==> src/rtl/clk_div_pkg.sv <==
// -----------------------------------------------------------------------------
// clk_div_pkg
// Shared definitions for the programmable clock divider:
//   RATIO_W       - default width of the divide-ratio field
//   DEFAULT_RATIO - ratio loaded while reset is asserted
//   MIN_RATIO     - smallest accepted ratio (0 and 1 are rejected)
//   ctrl_state_t  - ratio-change handshake FSM states
// -----------------------------------------------------------------------------
package clk_div_pkg;

    localparam int RATIO_W       = 8;
    localparam int DEFAULT_RATIO = 6;
    localparam int MIN_RATIO     = 2;

    typedef enum logic [1:0] {
        ST_IDLE = 2'd0,
        ST_PEND = 2'd1,
        ST_ACK  = 2'd2
    } ctrl_state_t;

endpackage

==> src/rtl/clk_div_ctrl_core.sv <==
// -----------------------------------------------------------------------------
// clk_div_core
// Period counter, active-ratio register and registered divided-clock output.
//
// Ports:
//   clk, rst     - system clock, asynchronous active-low reset
//   en           - run enable (level); a falling en lets the period finish
//   load         - load load_ratio as the active ratio on this edge; the
//                  controller only raises it on a period boundary or while
//                  the divider is stopped, so the counter restarts at 0
//   load_ratio   - ratio to load
//   clk_out      - divided clock, high while cnt < floor(N/2)
//   running      - divider is counting
//   boundary     - current cycle is the last of the period (cnt == N-1)
// -----------------------------------------------------------------------------
module clk_div_core
    import clk_div_pkg::*;
#(
    parameter int RATIO_W       = clk_div_pkg::RATIO_W,
    parameter int DEFAULT_RATIO = clk_div_pkg::DEFAULT_RATIO
) (
    input  logic               clk,
    input  logic               rst,
    input  logic               en,
    input  logic               load,
    input  logic [RATIO_W-1:0] load_ratio,
    output logic               clk_out,
    output logic               running,
    output logic               boundary
);

    logic [RATIO_W-1:0] cnt;
    logic [RATIO_W-1:0] ratio;

    logic [RATIO_W-1:0] cnt_nxt;
    logic [RATIO_W-1:0] ratio_nxt;
    logic               run_nxt;
    logic               clk_nxt;

    assign boundary = running && (cnt == ratio - RATIO_W'(1));

    always_comb begin
        ratio_nxt = load ? load_ratio : ratio;
        cnt_nxt   = '0;
        run_nxt   = en;
        if (running && !boundary) begin
            // Mid-period: keep counting even if en has dropped, so the
            // current period always completes with full-length phases.
            cnt_nxt = cnt + RATIO_W'(1);
            run_nxt = 1'b1;
        end
        // The output is derived from the next counter value so clk_out and
        // cnt always describe the same cycle.
        clk_nxt = run_nxt && (cnt_nxt < (ratio_nxt >> 1));
    end

    always_ff @(posedge clk or negedge rst) begin
        if (!rst) begin
            cnt     <= '0;
            ratio   <= RATIO_W'(DEFAULT_RATIO);
            running <= 1'b0;
            clk_out <= 1'b0;
        end else begin
            cnt     <= cnt_nxt;
            ratio   <= ratio_nxt;
            running <= run_nxt;
            clk_out <= clk_nxt;
        end
    end

endmodule

==> src/rtl/clk_div_ctrl.sv <==
// -----------------------------------------------------------------------------
// clk_div_ctrl
// Programmable clock divider with a ratio-change handshake.
//
// Ports:
//   clk, rst   - system clock, asynchronous active-low reset
//   en         - divider run enable (level)
//   div_req    - ratio-change request (level)
//   div_ratio  - requested ratio, valid while div_req is high
//   div_ack    - one-cycle pulse: the new ratio is in effect this cycle
//   div_busy   - an accepted request is waiting for its period boundary
//   div_err    - one-cycle pulse: the request had ratio 0 or 1
//   clk_out    - divided clock (registered)
//   dbg_state  - current handshake FSM state (ctrl_state_t encoding)
//
// Handshake: div_req/div_ratio are sampled only in IDLE. A valid request is
// latched and the FSM waits in PEND for the first period boundary strictly
// after acceptance (or the next cycle if the divider is stopped), loads the
// ratio there and pulses div_ack in the first cycle of the new period. The
// requester drops div_req on div_ack; a request still high once the FSM is
// back in IDLE counts as a new one. Invalid ratios get div_err instead and
// leave everything else untouched.
// -----------------------------------------------------------------------------
module clk_div_ctrl
    import clk_div_pkg::*;
#(
    parameter int RATIO_W       = clk_div_pkg::RATIO_W,
    parameter int DEFAULT_RATIO = clk_div_pkg::DEFAULT_RATIO
) (
    input  logic               clk,
    input  logic               rst,
    input  logic               en,
    input  logic               div_req,
    input  logic [RATIO_W-1:0] div_ratio,
    output logic               div_ack,
    output logic               div_busy,
    output logic               div_err,
    output logic               clk_out,
    output logic [1:0]         dbg_state
);

    ctrl_state_t        state;
    logic [RATIO_W-1:0] req_ratio;
    logic               ratio_ok;
    logic               apply;
    logic               running;
    logic               boundary;

    assign ratio_ok  = (div_ratio >= RATIO_W'(MIN_RATIO));
    // Entering PEND happens on the edge that ends the acceptance cycle, so a
    // boundary seen while in PEND is always strictly after acceptance.
    assign apply     = (state == ST_PEND) && (boundary || !running);
    assign dbg_state = state;

    always_ff @(posedge clk or negedge rst) begin
        if (!rst) begin
            state     <= ST_IDLE;
            req_ratio <= RATIO_W'(DEFAULT_RATIO);
            div_ack   <= 1'b0;
            div_busy  <= 1'b0;
            div_err   <= 1'b0;
        end else begin
            div_ack <= 1'b0;
            div_err <= 1'b0;
            case (state)
                ST_IDLE: begin
                    if (div_req) begin
                        if (ratio_ok) begin
                            req_ratio <= div_ratio;
                            div_busy  <= 1'b1;
                            state     <= ST_PEND;
                        end else begin
                            div_err <= 1'b1;
                        end
                    end
                end
                ST_PEND: begin
                    if (apply) begin
                        div_ack  <= 1'b1;
                        div_busy <= 1'b0;
                        state    <= ST_ACK;
                    end
                end
                ST_ACK: begin
                    state <= ST_IDLE;
                end
                default: begin
                    state <= ST_IDLE;
                end
            endcase
        end
    end

    clk_div_core #(
        .RATIO_W       (RATIO_W),
        .DEFAULT_RATIO (DEFAULT_RATIO)
    ) u_core (
        .clk        (clk),
        .rst        (rst),
        .en         (en),
        .load       (apply),
        .load_ratio (req_ratio),
        .clk_out    (clk_out),
        .running    (running),
        .boundary   (boundary)
    );

endmodule
==> config.mk <==
export PLATFORM = sky130hd
export DESIGN_NAME = clk_div_ctrl
export DESIGN_NICKNAME = d
export VERILOG_FILES = /design/src/rtl/clk_div_pkg.sv /design/src/rtl/clk_div_ctrl_core.sv /design/src/rtl/clk_div_ctrl.sv
export SDC_FILE = /design/constraint.sdc
export NUM_CORES = 1
export LEC_CHECK = 0
export ABC_AREA = 1
export CORE_MARGIN = 5
export CORE_UTILIZATION = 50
export CTS_CLUSTER_SIZE = 30
export DETAILED_ROUTE_END_ITERATION = 6
export GPL_ROUTABILITY_DRIVEN = 0
export HOLD_SLACK_MARGIN = 0.05
export PLACE_DENSITY = 0.76
export SLEW_MARGIN = 20
export SYNTH_ARGS = -nofsm -noshare
export SYNTH_HDL_FRONTEND = slang
export SYNTH_HIERARCHICAL = 1
export SYNTH_SLANG_ARGS = --single-unit
==> constraint.sdc <==
create_clock -name clk -period 7 [get_ports clk]
set_input_delay 1.05 -clock clk [delete_from_list [all_inputs] [get_ports clk]]
set_output_delay 1.05 -clock clk [all_outputs]
set_load 0.02 [all_outputs]
; ---- Yosys cells after proc, flatten, opt, wreduce, memory -nomap -nowiden
; Index checks and enable logic that the tools add are counted.
[op_classes]
n_lt_le_gt_ge = 2
n_reduce_logical = 12
n_addsub = 2
muxes = 16
n_eq_ne = 5
[ops]
columns = operator, count
row1 = 8-bit 2-to-1 mux, 2
row2 = 1-bit 2-to-1 mux, 9
row3 = 8-bit by 1-bit adder with 8-bit output (second input constant), 1
row4 = 8-bit equality test, 1
row5 = 8-bit by 2-bit >= comparator with 1-bit output (second input constant), 1
row6 = 8-bit by 7-bit < comparator with 1-bit output, 1
row7 = 8-bit by 1-bit subtractor with 8-bit output (second input constant), 1
row8 = 2-bit 2-to-1 mux, 3
row9 = 3-bit AND reduction, 2
row10 = 1-bit logical AND, 4
row11 = 2-bit != test (second input constant), 2
row12 = 2-bit case mux with 2 select lines, 1
row13 = 4-bit AND reduction, 1
row14 = 2-bit by 1-bit equality test with 1-bit output (second input constant), 1
row15 = 1-bit logical NOT, 2
row16 = 2-bit logical NOT, 1
row17 = 2-bit by 1-bit != test with 1-bit output (second input constant), 1
row18 = 1-bit case mux with 2 select lines, 1
row19 = 2-bit nonzero test, 1
row20 = 1-bit logical OR, 1
[totals]
elab_cells = 47
ff_bits = 31
output_inout_bits = 6
input_bits = 12

; ---- Depth between registers and ports, before layout
[depth]
word_depth = 8
depth_mapped = 22
ltp_nobuf = 21

; ---- Cells and area by module
; Netlist, hierarchy kept.
[modules_own_cells]
columns = module, seq_area_each_um2, area_per_inst_um2, cells_per_inst, n_inst
row1 = clk_div_core, 452.9, 1232.4, 174, 1
row2 = clk_div_ctrl, 327.8, 546.8, 61, 1

; ---- Worst setup path before layout
; No wires, ideal clock.
[synth_timing]
kind = register -> register
start = register u_core.ratio[1]
end = register u_core.clk_out
period_less_slack_ns = 2.926
stages_incl_launch_ff = 17
setup_slack_ns = 4.074
n_path_buf = 1
setup_time_ns = 0.077
t_required_ns = 6.923
arrival_ns = 2.849
path_cell_list = dfstp_2 -> inv_1 -> ha_1 -> xor2_1 -> o21ai_0 -> nor2_2 -> nand2_4 -> nor2_1 -> inv_1 -> a21oi_1 -> clkbuf_1 -> nand2_1 -> o21ai_0 -> ha_1 -> a21oi_1 -> o2111ai_1 -> a21oi_1
[synth_via]
elab_chain_cells = 8
elab_cells_between_ends = 12
cone_classes = 1 x add/sub / 1 x order compare / 1 x eq/ne / 3 x mux / 6 x reduce/logical
[synth_rtl]
columns = element, line
row1 = start: declaration, clk_div_ctrl_core.sv:33  ; logic [RATIO_W-1:0] ratio;
row2 = start signal: assignment, clk_div_ctrl_core.sv:60  ; ratio <= RATIO_W'(DEFAULT_RATIO);
row3 = start signal: assignment, clk_div_ctrl_core.sv:65  ; ratio <= ratio_nxt;
row4 = 8-bit by 1-bit subtractor with 8-bit output, clk_div_ctrl_core.sv:40  ; assign boundary = running && (cnt == ratio - RATIO_W'(1));
row5 = 8-bit equality test, clk_div_ctrl_core.sv:40
row6 = 1-bit logical AND, clk_div_ctrl_core.sv:40
row7 = named net boundary, clk_div_ctrl.sv:47  ; logic boundary;
row8 = 1-bit logical OR, clk_div_ctrl.sv:52  ; assign apply = (state == ST_PEND) && (boundary || !running);
row9 = 1-bit logical AND, clk_div_ctrl.sv:52
row10 = named net apply, clk_div_ctrl.sv:45  ; logic apply;
row11 = 8-bit 2-to-1 mux, clk_div_ctrl_core.sv:43  ; ratio_nxt = load ? load_ratio : ratio;
row12 = 8-bit by 7-bit < comparator with 1-bit output, clk_div_ctrl_core.sv:54  ; clk_nxt = run_nxt && (cnt_nxt < (ratio_nxt >> 1));
row13 = 1-bit logical AND, clk_div_ctrl_core.sv:54
row14 = named net u_core.clk_nxt, clk_div_ctrl_core.sv:38  ; logic clk_nxt;
row15 = end signal: assignment, clk_div_ctrl_core.sv:67  ; clk_out <= clk_nxt;
row16 = end: declaration, clk_div_ctrl_core.sv:27  ; output logic clk_out,
; The timed path passes the listed nets, and every way through them passes these cells.
; A chain may end at the register's enable or synchronous reset.

; ---- Worst setup path in the final report
; Same ends and word-level chain as after synthesis.

==> impl_metrics.yaml <==
status:
  status: "finished, final reports clean"
placed_design:
  dp_cells: 298
  port_buffers: 17
  dpl.hpwl_um: 2590
finish:
  layout-drive-gt1-share: 0.119
  most-common-layout-cells: "nand2_1 (66), inv_1 (41), dfrtp_1 (27), nor2_1 (24), clkdlybuf4s50_1 (17)"
  syn2layout_area_growth_pct: 16.9
  layout_commonest_cell: "nand2_1"
  layoutNonFillerInstCount: 306
  nFillCells: 300
  nNetsFinal: 279
  diodes: 0
power:
  leakage_nw: 1.12
  ir_drop_mv: 0.232
  p_per_area_mw_per_mm2: 454
  power.total_mw: 0.944
clocking:
  clk_pin_slew_ps: 90
  cts_root_buffer: "clkbuf_4"
  cts_resized: 0
  cts.sinks: 31
  cts_tree: "yes"
  htreeDepth: 2
  cts_hold_buf: 0
  post_cts.repair.setup_buffers: 0
  cts_buffers: 5
  clock_latency_ps: 330
  cts_max_path_buffers: 2
detailed_routing:
  first_pass_iters: 4
  viasPerCell: 4.68
  drtIter0Drc: 32
  vias: 1432
  ant_nets: 0
  totalWireLength_um: 3170
  wl_per_cell_um: 10.3
  drc: 0
timing:
  maxSlewHeadroom: 0.310
  grt_setup_unrepaired: "false"
  hold_violations: 0
  fmax_ghz: 0.287
  fin_crit_ps: 3490
  drv_slew: 0
  setup-tns-final_ps: 0
  period_share: 0.498
  worstMarginPinSlew_ps: 1040
  setup_viol: 0
  finClkSkew_ps: 5.90
logic_synthesis:
  syn_inst: 235
  synth_area_mm2: 0.00178
  synth_edf_count: 0
  ys.flop_type: "dfrtp_1"
  async_reset_ff_frac: 1.00
  seq_area_frac_synth: 0.439
  yosys_warnings: 6
  avgSynthCellArea_um2: 7.57
  synth.distinct_cells: 24
  ys_seq_elements: 31
  syn_nets: 255
setup_path:
  critPathMaxStageDelay_ps: 820
  path_cells: "inv_1 -> ha_1 -> inv_1 -> nand2_1 -> nand2_1 -> nand2_1 -> nand2_1 -> nand3_1 -> nor2_2 -> nand2_4 -> nor2_1 -> inv_1 -> a21oi_1 -> o21ai_0 -> ha_1 -> a21oi_1 -> o2111ai_1 -> a21oi_1"
  cp-start-kind: "register"
  cp.required_ps: 7260
  worst_ep_arrival_time_ps: 3750
  path_buf_inv: 3
  critPathKind: "reg -> reg"
  cpMaxStageDelayCell: "a21oi_1"
  path_max_fanout: 18
  crit_path_end_kind: "register"
  crit_top_cell: "nand2_1"
  path_delay_family: "compound AO/OA/AOI/OAI gates"
hold_path:
  holdCritPathClass: "reg -> reg"
global_route:
  grt_first_pass_wirelength_um: 5570
  gr-total-overflow: 0
  grt_pass1_vias: 1340
  track_usage: 0.144
  antenna_found_initial: 0
  grt_max_degree: 32
floorplan:
  num_io_pins: 18
  start_util: 0.525
  die_y_um: 69.7
  rows: 21
  die_w_um: 69.7
  die_area_mm2: 0.00485
  coreArea_mm2: 0.00339
job:
  cap_violations: 0
==> report_power, final <==
part	switching (mW)	internal, mW
logic	0.290	0.202
registers	0.0712	0.264
clock network	0.0575	0.0590
total	0.419	0.525
==> path summary, 6_finish.rpt <==
check                           startpoint        endpoint  slack [ps]  cells after the start
max                        u_core/ratio[1]  u_core/clk_out        3510                     18
min                           req_ratio[2]    req_ratio[2]         470                      2
max reg2reg                u_core/ratio[1]  u_core/clk_out        3510                     18
min reg2reg                   req_ratio[2]    req_ratio[2]         470                      2
max in group asynchronous              rst    req_ratio[1]        5590                      2
min in group asynchronous              rst         div_ack        1090                      2
==> sequential cells by signal, indices dropped and copies added, names as in the netlist <==
register	cells
div_busy	1
u_core/running	1
req_ratio	8
u_core/cnt	8
u_core/ratio	8
dbg_state	2
div_err	1
u_core/clk_out	1
div_ack	1
==> cells in the mapped netlist (all sizes together) (2+ instances only) <==
| master | number | area [um^2] |
|---|---|---|
| nand2 | 73 | 302 |
| inv | 45 | 169 |
| nor2 | 30 | 138 |
| dfrtp | 27 | 676 |
| nand3 | 15 | 80.1 |
| o21ai | 14 | 81.3 |
| ha | 8 | 100 |
| a21oi | 6 | 30.0 |
| dfstp | 4 | 105 |
| xor2 | 4 | 35.0 |
| xnor2 | 3 | 26.3 |
| nor3 | 2 | 10.0 |
==> worst min-delay path, delay by kind of cell, from the launching register on <==
kind / cells / cell delay [ps]
AND/OR/NAND/NOR: 2 / 100
flip-flops: 1 / 370
==> kinds of logic after synthesis <==
family,count (synthesis),share of synthesized area
xor+xnor,7,0.0345
fa+ha+maj,8,0.0563
simple gates,122,0.306
buf+inv,46,0.0970
compound gates,21,0.0675
flops,31,0.439
==> per-stage QoR <==
| stage | setup slack (ps) | utilization | hold slack (ps) | cell area, um^2 |
|---|---|---|---|---|
| floorplan | 4070 | - | 442 | 1780 |
| global placement | 3620 | 0.593 | 453 | 2010 |
| detailed placement | 3540 | 0.593 | 459 | 2010 |
| CTS | 3520 | 0.614 | 473 | 2080 |
| global route | 3160 | 0.614 | 493 | 2080 |
| finish | 3510 | 0.614 | 469 | 2080 |
==> final cells by class <==
type                    instances  area (um^2)  share of cell area
clock buffers                   8         68.8              0.0331
inverters                      45          169              0.0812
multi-input cells             158          826               0.397
flip-flops and latches         31          781               0.375
well taps                      46         57.6              0.0277
repair buffers                 18          178              0.0854
==> per-layer routing <==
metal / share of wire / wire length (um) / vias up / track usage
met4: 0.023 / 74 / 0 / 0.0617
met3: 0.045 / 142 / 9 / 0.0522
li1: - / - / 769 / -
met2: 0.49 / 1540 / 21 / 0.252
met5: 0 / 0 / - / 0
met1: 0.44 / 1400 / 633 / 0.155
No activity file was read; power rests on OpenSTA's default activity.
